`config.mk`:
```
export PLATFORM = sky130hd
export DESIGN_NAME = dkongjr_vram_cpu_if
export DESIGN_NICKNAME = d
export VERILOG_FILES = /design/src/rtl/dkongjr_vram_pkg.sv /design/src/rtl/dkongjr_vram_wbuf.sv /design/src/rtl/dkongjr_vram_cpu_if.sv
export SDC_FILE = /design/constraint.sdc
export NUM_CORES = 1
export LEC_CHECK = 0
export ABC_AREA = 1
export CAP_MARGIN = 25
export CORE_MARGIN = 2
export CORE_UTILIZATION = 47
export DETAILED_ROUTE_END_ITERATION = 10
export PLACE_DENSITY = 0.84
export SYNTH_ARGS = -nofsm -noshare
export SYNTH_HDL_FRONTEND = slang
export SYNTH_SLANG_ARGS = --single-unit
```
`constraint.sdc`:
```
create_clock -name CLK_12M -period 3.9 [get_ports CLK_12M]
set_input_delay 0.78 -clock CLK_12M [delete_from_list [all_inputs] [get_ports CLK_12M]]
set_output_delay 0.78 -clock CLK_12M [all_outputs]
set_load 0.05 [all_outputs]
```
`src/rtl/dkongjr_vram_pkg.sv`:
```
// Shared types and constants for the CPU-side tile-VRAM initiator.
package dkongjr_vram_pkg;

  typedef enum logic [1:0] {IDLE, ARB, STROBE, DONE} vram_state_t;

  localparam int unsigned ACC_CYC_DEF = 2;
  localparam int unsigned CNT_W       = 4;
  localparam logic [31:0] ZERO_BUS    = '0;

endpackage

```
`src/rtl/dkongjr_vram_wbuf.sv`:
```
// One-entry posted-write buffer; loads on a CPU write, empties when the drain access finishes.
module dkongjr_vram_wbuf
  import dkongjr_vram_pkg::*;
#(
  parameter int unsigned ADDR_W = 10,
  parameter int unsigned DATA_W = 8
) (
  input  logic              CLK_12M,
  input  logic              I_RST,
  input  logic              load,
  input  logic              drain_done,
  input  logic [ADDR_W-1:0] ab_in,
  input  logic [DATA_W-1:0] db_in,
  output logic              full,
  output logic [ADDR_W-1:0] buf_ab,
  output logic [DATA_W-1:0] buf_db
);

  always_ff @(posedge CLK_12M or posedge I_RST) begin
    if (I_RST) begin
      full   <= 1'b0;
      buf_ab <= ZERO_BUS[ADDR_W-1:0];
      buf_db <= ZERO_BUS[DATA_W-1:0];
    end else if (load) begin
      full   <= 1'b1;
      buf_ab <= ab_in;
      buf_db <= db_in;
    end else if (drain_done) begin
      full   <= 1'b0;
    end
  end

endmodule

```
`src/rtl/dkongjr_vram_cpu_if.sv`:
```
// CPU-side initiator for the tile-VRAM busy/strobe protocol.
// Optional posted writes: define DKJR_VRAM_POSTED_WR_EN.
module dkongjr_vram_cpu_if
  import dkongjr_vram_pkg::*;
#(
  parameter int unsigned ADDR_W  = 10,
  parameter int unsigned DATA_W  = 8,
  parameter int unsigned ACC_CYC = ACC_CYC_DEF
) (
  input  logic              CLK_12M,
  input  logic              I_RST,
  input  logic [ADDR_W-1:0] I_CPU_AB,
  input  logic [DATA_W-1:0] I_CPU_DB,
  input  logic              I_CPU_CSn,
  input  logic              I_CPU_RDn,
  input  logic              I_CPU_WRn,
  output logic [DATA_W-1:0] O_CPU_DB,
  output logic              O_CPU_WAITn,
  input  logic              I_VRAMBUSYn,
  output logic [ADDR_W-1:0] O_VRAM_AB,
  output logic [DATA_W-1:0] O_VRAM_DB,
  output logic              O_VRAM_WRn,
  output logic              O_VRAM_RDn,
  input  logic [DATA_W-1:0] I_VRAM_DB
);

  vram_state_t       state, state_nxt;
  logic [CNT_W-1:0]  cnt;
  logic              acc_wr, drain, held;
  logic              req, wr_req, cpu_pend, post_now, wait_req;
  logic [DATA_W-1:0] rd_reg;
  logic              wb_full;
  logic [ADDR_W-1:0] wb_ab;
  logic [DATA_W-1:0] wb_db;

`ifdef DKJR_VRAM_POSTED_WR_EN
  localparam bit POSTED = 1'b1;
  logic wb_load, wb_done;

  assign wb_load = post_now;
  assign wb_done = (state == DONE) && drain;

  dkongjr_vram_wbuf #(.ADDR_W(ADDR_W), .DATA_W(DATA_W)) u_wbuf (
    .CLK_12M    (CLK_12M),
    .I_RST      (I_RST),
    .load       (wb_load),
    .drain_done (wb_done),
    .ab_in      (I_CPU_AB),
    .db_in      (I_CPU_DB),
    .full       (wb_full),
    .buf_ab     (wb_ab),
    .buf_db     (wb_db)
  );
`else
  localparam bit POSTED = 1'b0;
  assign wb_full = 1'b0;
  assign wb_ab   = ZERO_BUS[ADDR_W-1:0];
  assign wb_db   = ZERO_BUS[DATA_W-1:0];
`endif

  assign req      = ~I_CPU_CSn & (~I_CPU_RDn ^ ~I_CPU_WRn);
  assign wr_req   = ~I_CPU_WRn;
  // held marks a CPU write already absorbed by the buffer, until the CPU drops it
  assign cpu_pend = req & ~held;

  always_comb begin
    state_nxt = state;
    post_now  = POSTED && (state == IDLE) && !wb_full && cpu_pend && wr_req;
    // a pending CPU cycle waits unless it is being posted or has finished in DONE
    wait_req  = cpu_pend && !post_now && !((state == DONE) && !drain);
    unique case (state)
      IDLE:   if (wb_full || (cpu_pend && !post_now)) state_nxt = ARB;
      ARB:    if (!drain && !req) state_nxt = IDLE;
              else if (I_VRAMBUSYn) state_nxt = STROBE;
      STROBE: if (cnt == CNT_W'(1)) state_nxt = DONE;
      DONE:   if (drain || !req) state_nxt = IDLE;
      default: state_nxt = IDLE;
    endcase
  end

  assign O_CPU_WAITn = I_RST | ~wait_req;
  assign O_CPU_DB    = (!I_CPU_CSn && !I_CPU_RDn) ? rd_reg : ZERO_BUS[DATA_W-1:0];

  always_ff @(posedge CLK_12M or posedge I_RST) begin
    if (I_RST) begin
      state      <= IDLE;
      cnt        <= '0;
      acc_wr     <= 1'b0;
      drain      <= 1'b0;
      held       <= 1'b0;
      rd_reg     <= ZERO_BUS[DATA_W-1:0];
      O_VRAM_AB  <= ZERO_BUS[ADDR_W-1:0];
      O_VRAM_DB  <= ZERO_BUS[DATA_W-1:0];
      O_VRAM_WRn <= 1'b1;
      O_VRAM_RDn <= 1'b1;
    end else begin
      state <= state_nxt;
      if (state == IDLE) drain <= wb_full;
      if (!req) held <= 1'b0;
      else if (post_now) held <= 1'b1;
      if (state == ARB && state_nxt == STROBE) begin
        acc_wr     <= drain | wr_req;
        O_VRAM_AB  <= drain ? wb_ab : I_CPU_AB;
        O_VRAM_DB  <= drain ? wb_db : (wr_req ? I_CPU_DB : ZERO_BUS[DATA_W-1:0]);
        O_VRAM_WRn <= ~(drain | wr_req);
        O_VRAM_RDn <= drain | wr_req;
        cnt        <= CNT_W'(ACC_CYC);
      end else if (state == STROBE) begin
        cnt <= cnt - CNT_W'(1);
        if (cnt == CNT_W'(1)) begin
          O_VRAM_WRn <= 1'b1;
          O_VRAM_RDn <= 1'b1;
          O_VRAM_DB  <= ZERO_BUS[DATA_W-1:0];
          if (!acc_wr) rd_reg <= I_VRAM_DB;
        end
      end
    end
  end

endmodule

```
==> Yosys cells after proc, flatten, opt, wreduce, memory -nomap -nowiden <==
Cells that the tools add are included.
{ "word_totals": {"reg_bits": 35, "in_bits": 32, "output_inout_bits": 29, "elab_cells": 51} }
{ "classes": {"addsub": 1, "eq_ne": 5, "n_mux": 17, "bitwise": 9, "n_reduce_logical": 11} }
{ "ops": {"columns": ["operator", "n"], "rows": [
  ["8-bit 2-to-1 mux", 5],
  ["2-bit 2-to-1 mux", 5],
  ["4-bit 2-to-1 mux", 2],
  ["2-bit case mux with 4 select lines", 1],
  ["2-bit == test, second input constant", 3],
  ["1-bit inverter", 6],
  ["4-bit by 1-bit == test with 1-bit output, second input constant", 1],
  ["1-bit 2-to-1 mux", 4],
  ["4-bit AND reduction", 1],
  ["2-bit nonzero test", 2],
  ["4-bit by 1-bit subtractor with 4-bit output, second input constant", 1],
  ["1-bit logical AND", 3],
  ["1-bit zero test", 3],
  ["2-bit by 1-bit == test with 1-bit output, second input constant", 1],
  ["2-bit zero test", 1],
  ["2-bit AND reduction", 1],
  ["1-bit bitwise AND", 1],
  ["1-bit OR", 1],
  ["1-bit XOR", 1]
]} }

==> Depth between registers and ports, before layout <==
Gate-level depths: netlist of run 1.
{ "depth": {"ltp_word": 9, "depth_mapped": 8} }

==> Worst setup path after synthesis of run 1 <==
OpenSTA, ideal clock, no wires.
{ "synth_path": {"path_type": "input-to-output", "start": "input I_RST", "end": "output O_CPU_WAITn", "t_arrival_ns": 2.209, "required_ns": 3.120, "setup_slack_ns": 0.911, "stages": 2, "path_buffers": 0, "cell_sequence": "inv_1 > o211ai_1"} }
{ "synth_via": {"elab_chain_cells": 1} }
{ "synth_lines": {"columns": ["element", "line_no", "text"], "rows": [
  ["start, declared", "dkongjr_vram_cpu_if.sv:11", "input logic I_RST,"],
  ["1-bit OR", "dkongjr_vram_cpu_if.sv:81", "assign O_CPU_WAITn = I_RST | ~wait_req;"],
  ["end, declared", "dkongjr_vram_cpu_if.sv:18", "output logic O_CPU_WAITn,"]
]} }
Every way passes these cells.

==> Final worst setup path of run 1 <==
{ "layout_path": {"start": "input I_CPU_RDn", "end": "output O_CPU_DB[4]"} }
{ "layout_via": {"elab_chain_cells": 3} }
{ "layout_lines": {"columns": ["element", "line_no", "text"], "rows": [
  ["start, declared", "dkongjr_vram_cpu_if.sv:15", "input logic I_CPU_RDn,"],
  ["1-bit zero test", "dkongjr_vram_cpu_if.sv:82", "assign O_CPU_DB = (!I_CPU_CSn && !I_CPU_RDn) ? rd_reg : ZERO_BUS[DATA_W-1:0];"],
  ["1-bit logical AND", "dkongjr_vram_cpu_if.sv:82", null],
  ["8-bit 2-to-1 mux", "dkongjr_vram_cpu_if.sv:82", null],
  ["end, declared", "dkongjr_vram_cpu_if.sv:17", "output logic [DATA_W-1:0] O_CPU_DB,"]
]} }
Every way passes these cells.

==> results of run 1 <==
## cell type report
cell class	count	share of cell area, %
clock buffers	6	2.23
inverters	28	4.67
multi-input cells	130	26.0
flip-flops and latches	35	38.1
repair buffers	61	26.3
well taps	46	2.50
clock inverters	1	0.217
## cell usage in the layout (no fill, tap or decap), types with 2 or more instances in the layout
cell and instances:
buf_4 2, clkbuf_4 5, clkdlybuf4s50_1 59, dfrtp_1 33, dfstp_2 2, ha_1 2, inv_1 27, nand2_1 69
nand3_1 13, nor2_1 23, nor2_4 3, o211ai_1 2, o21ai_0 10
## logic make-up after synthesis
group,after synthesis
xor+xnor,2
compound gates,13
flops,35
simple gates,113
buf+inv,36
fa+ha+maj,2
## Yosys cell counts (2+ instances only)
cell / n / area, um^2
dfstp_2: 2 / 52.6
dfrtp_1: 33 / 826
inv_1: 27 / 101
buf_6: 3 / 33.8
nand2_1: 69 / 259
buf_2: 4 / 20.0
o21ai_0: 10 / 50.1
ha_1: 2 / 25.0
nand3_1: 13 / 65.1
nor2_4: 3 / 33.8
o211ai_1: 2 / 15.0
nor2_1: 23 / 86.3
## metal layers
layer | global-route usage [%] | wire [um] | part of all wire [%] | up-vias
li1 | - | - | - | 727
met1 | 25.7 | 1570 | 45 | 634
met2 | 29.5 | 1560 | 45 | 52
met3 | 8.39 | 295 | 8.5 | 5
met4 | 5.83 | 40 | 1.2 | 0
met5 | 0 | 0 | 0 | -
## metrics by stage
step	setup WS (ps)	instances	total power [mW]
after floorplan	911	201	1.26
after global placement	645	300	1.54
after detailed placement	566	300	1.56
after CTS	566	307	1.76
after global routing	492	307	1.86
final	582	307	1.74
## final timing paths
path	start	end	slack [ps]
setup / recovery	I_CPU_RDn	O_CPU_DB[4]	580
hold / removal	O_VRAM_AB[5]$_DFFE_PP0P_	O_VRAM_AB[5]$_DFFE_PP0P_	490
setup reg to reg	state[0]$_DFF_PP0_	rd_reg[6]$_DFFE_PP0P_	2100
hold reg to reg	O_VRAM_AB[5]$_DFFE_PP0P_	O_VRAM_AB[5]$_DFFE_PP0P_	490
max in group asynchronous	I_RST	O_VRAM_WRn$_DFFE_PP1P_	2690
min in group asynchronous	I_RST	state[1]$_DFF_PP0_	870
## report_power, final
part,internal [mW],total (mW),leakage (nW),switching (mW)
clock,0.0834,0.195,0.0341,0.111
combinational,0.311,0.913,0.711,0.601
sequential,0.533,0.635,0.420,0.103
## critical path: stages
cell and delay (ps):
clkdlybuf4s50_1 450, or2_2 370, nor2_1 120, clkdlybuf4s50_1 810
==> flow_summary_export.csv, run 1 <==
group,metric,value,unit
layout,drive_gt1_share,6.90,%
layout,largest_reg_flops,10,
yosys,synth_top_family_by_area,"simple AND/OR/NAND/NOR gates",
setup_path,crit_arrival,2540,ps
flow_run,max_cap_violations,0,
power_and_ir_drop,power.density,757,nW/um^2
cts,numCtsBuffers,5,
global_routing,grt_max_degree,36,
layout,multi_input_area,598,um^2
sta,slew_violations,0,
cts,holdBufCountCts,0,
layout,nFillCells,291,
global_routing,grtUsageTotal,19.6,%
layout,syn_to_final_growth,40.3,%
yosys,synth-xor-area-share,1.07,%
setup_path,crit_fanout,8,
placement,place_congestion,0.754,
layout,regArea,878,um^2
cts,cts_root_buffer,"clkbuf_4",
sta,finalSetupViolations,0,
yosys,synth-seq-area-share,53.5,%
global_routing,grt_pass1_vias,1332,
layout,nets,295,
cts,cts_setup_buffers,0,
power_and_ir_drop,ir_drop,470,uV
setup_path,cp-end-kind,"output pin",
drt,drc,0,
power_and_ir_drop,power_leakage,1.16,nW
sta,whs,492,ps
yosys,yosysUniqueCellTypes,22,
yosys,synth.avg_cell_area,8.17,um^2
cts,cts_tree,"built",
sta,tightestPinTransition,540,ps
floorplan,die_area,3980,um^2
yosys,synth.area.mux_share,0,%
floorplan,io_pins,61,
yosys,synth-adder-area-share,1.52,%
floorplan,core,3340,um^2
drt,avgViaCountPerCell,4.62,
floorplan,die_w,63.1,um
setup_path,cp-start-kind,"input port",
cts,cts.sinks,35,
sta,finalCriticalPeriod,3320,ps
hold_path,hold_path.class,"flop to flop",
placement,dpl.hpwl,2500,um
drt,dr.first_iter.drc_count,29,
floorplan,num_rows,21,
drt,dr.pass1.iters,4,
yosys,synthFlopType,"dfrtp_1",
sta,setup_tns,0,ps
floorplan,die_y,63.1,um
cts,clkLatencyLatePin,340,ps
cts,cts_resized,0,
drt,drt_wl_total,3470,um
sta,fin_crit_sh,85.1,%
drt,vias,1418,
setup_path,cp.required,3120,ps
global_routing,antenna_found_initial,0,
layout,diodes,0,
drt,postRouteAntennaNets,0,
setup_path,worstSetupPathType,"input port to output pin",
sta,rsz0062_at_grt,"no",
yosys,synth-simple-area-share,29.6,%
sta,hold_viol,0,
yosys,synth-compound-area-share,4.27,%
layout,postLayoutCellArea,2300,um^2
yosys,synthArstFlopShare,100,%
drt,wire_per_inst,11.3,um
hold_path,hold_depth,2,
run_status,status,"complete, no violations",
yosys,synth_edf_count,0,
cts,clockBufferDepth,2,
cts,path_clk_slew,90,ps
yosys,syn-cell-area,1640,um^2
sta,max_freq,0.301,GHz
sta,fin_skew,2.94,ps
yosys,synthesis.instances,201,
global_routing,grt-ovfl-total,0,
floorplan,start_util,49.2,%
setup_path,reg2reg_depth,5,
sta,relSlewSlack,63.9,%
layout,post-route-util,69.0,%
yosys,syn_nets,235,
cts,htreeDepth,2,
global_routing,grt_pass1_wl,6070,um
yosys,ys_seq_elements,35,
placement,port_buffers,60,
yosys,yosys_warnings,0,
placement,post_dp_cell_area,2250,um^2
Power figures use the tool's default switching activity.
==> run 2, diff against run 1 <==
--- a/config.mk
+++ b/config.mk
@@ -10,6 +10,7 @@
 export CORE_MARGIN = 2
 export CORE_UTILIZATION = 47
 export DETAILED_ROUTE_END_ITERATION = 10
+export GPL_ROUTABILITY_DRIVEN = 0
 export PLACE_DENSITY = 0.84
 export SYNTH_ARGS = -nofsm -noshare
 export SYNTH_HDL_FRONTEND = slang
==> results of run 2 <==
No change in the layout: final DEF, timing and power equal those of run 1.
==> run 3, diff against run 2 <==
--- a/config.mk
+++ b/config.mk
@@ -11,6 +11,7 @@
 export CORE_UTILIZATION = 47
 export DETAILED_ROUTE_END_ITERATION = 10
 export GPL_ROUTABILITY_DRIVEN = 0
+export GPL_TIMING_DRIVEN = 0
 export PLACE_DENSITY = 0.84
 export SYNTH_ARGS = -nofsm -noshare
 export SYNTH_HDL_FRONTEND = slang
==> flow_summary_export.csv, run 3 (synthesized netlist as in run 1, its figures left out) <==
group,metric,value,unit
placement,dp_cells,308,
setup_path,cp_top_family,"buffers and inverters",
floorplan,num_rows,21,
floorplan,start_util,49.2,%
placement,dpl.hpwl,2550,um
placement,post_dp_cell_area,2330,um^2
sta,fin_crit_sh,91.1,%
drt,drt_wl_total,3390,um
layout,largest_reg_flops,10,
global_routing,grtUsageTotal,19.9,%
hold_path,min_from,"O_VRAM_AB[9]$_DFFE_PP0P_",
power_and_ir_drop,power.density,734,nW/um^2
setup_path,crit_fanout,20,
layout,instances_no_fill,316,
cts,cts_tree,"built",
floorplan,core,3340,um^2
setup_path,worstPathCellList,"clkdlybuf4s50_1, inv_1, buf_16, o211ai_1, clkdlybuf4s50_1",
floorplan,die_area,3980,um^2
drt,top_layer,"met4",
layout,layout_commonest_cell,"nand2_1",
run_status,status,"complete, no violations",
power_and_ir_drop,power_leakage,1.20,nW
sta,relSlewSlack,52.0,%
layout,drive_gt1_share,8.52,%
sta,hold_viol,0,
setup_path,cp-end-kind,"output pin",
drt,dr.pass1.iters,4,
setup_path,worstSetupPathType,"input port to output pin",
cts,cts_setup_buffers,0,
sta,worst_slack,346,ps
layout,nFillCells,275,
cts,htreeDepth,2,
layout,syn_to_final_growth,44.8,%
cts,clkLatencyLatePin,340,ps
drt,wl_met3,218,um
cts,clockBufferDepth,2,
layout,multi_input_area,598,um^2
sta,finalSetupViolations,0,
power_and_ir_drop,ir_drop,481,uV
cts,holdBufCountCts,0,
sta,slew_violations,0,
drt,postRouteAntennaNets,0,
setup_path,cp_num_buf_inv,4,
global_routing,grt_max_degree,21,
setup_path,slowest_delay,830,ps
drt,avgViaCountPerCell,4.59,
global_routing,antenna_found_initial,0,
setup_path,r2r-start,"state[0]$_DFF_PP0_",
setup_path,cp-start-kind,"input port",
floorplan,die_w,63.1,um
drt,wl_met1,1550,um
floorplan,io_pins,61,
global_routing,grt_pass1_wl,6230,um
sta,fin_skew,8.82,ps
power_and_ir_drop,total_power,1.75,mW
layout,regArea,878,um^2
cts,path_clk_slew,100,ps
sta,tightestPinTransition,719,ps
placement,place_ws,300,ps
drt,wire_per_inst,10.7,um
cts,cts.sinks,35,
drt,wl_met2,1560,um
placement,port_buffers,60,
cts,cts_root_buffer,"clkbuf_4",
sta,finalCriticalPeriod,3550,ps
setup_path,cpMostUsedCell,"clkdlybuf4s50_1",
setup_path,cp_slowest_cell,"clkdlybuf4s50_1",
layout,nets,303,
cts,cts_resized,0,
drt,dr.first_iter.drc_count,26,
sta,rsz0062_at_grt,"no",
drt,vias,1450,
global_routing,grt_pass1_vias,1460,
drt,drc,0,
setup_path,crit_start,"I_RST",
layout,diodes,0,
setup_path,cp.required,3120,ps
floorplan,die_y,63.1,um
sta,max_freq,0.281,GHz
layout,layout_common_cells,"69 x nand2_1, 60 x clkdlybuf4s50_1, 33 x dfrtp_1",
flow_run,max_cap_violations,0,
cts,numCtsBuffers,5,
hold_path,hold_path.class,"flop to flop",
setup_path,crit_arrival,2770,ps
global_routing,grt-ovfl-total,0,
layout,postLayoutCellArea,2380,um^2
run 3: cell count changes in the layout (fill, tap and decap cells not counted):
cell and change:
buf_2 +4, buf_16 +1, clkbuf_8 -1, clkbuf_1 +3, buf_4 -2, buf_6 +3
clkdlybuf4s50_1 +1
run 3: layout make-up:
cell class	instances	share of cell area, %
buffer	8	2.42
clock buffer	7	1.89
clock inverter	1	0.211
inverter	28	4.53
multi-input combinational	130	25.2
sequential	35	36.9
tap	46	2.42
timing repair buffer	61	26.4
run 3: path summary, 6_finish.rpt:
| kind | to | slack [ps] | cells after the start |
|---|---|---|---|
| min | O_VRAM_AB[9]$_DFFE_PP0P_ | 490 | 2 |
| min reg2reg | O_VRAM_AB[9]$_DFFE_PP0P_ | 490 | 2 |
| max reg2reg | rd_reg[7]$_DFFE_PP0P_ | 2500 | 6 |
| min in group asynchronous | O_VRAM_AB[2]$_DFFE_PP0P_ | 840 | 2 |
| max in group asynchronous | rd_reg[4]$_DFFE_PP0P_ | 2510 | 3 |
| max | O_CPU_WAITn | 350 | 5 |
run 3: where the power goes:
part / leakage, nW / switching, mW / total, mW / internal, mW
sequential: 0.420 / 0.0865 / 0.620 / 0.533
combinational: 0.750 / 0.615 / 0.939 / 0.324
clock: 0.0293 / 0.117 / 0.187 / 0.0702
run 3: worst min-delay path: stages, from the launching register on:
cell and delay [ps]:
dfrtp_1 360, nand2_1 50, nand2_1 50
run 3: stage by stage:
| stage | util, % | hold slack (ps) | setup TNS (ps) |
|---|---|---|---|
| final | 71.2 | 490 | 0 |
| after global routing | 71.2 | 523 | 0 |
| after CTS | 71.2 | 495 | 0 |
| after detailed placement | 69.7 | 466 | 0 |
| after global placement | 68.9 | 464 | -50.5 |
| after floorplan | - | 496 | 0 |
run 3: per-layer routing:
metal	vias up	global-route usage (%)
li1	742	-
met5	-	0
met4	0	8.89
met3	8	6.25
met1	652	24.5
met2	48	32.2
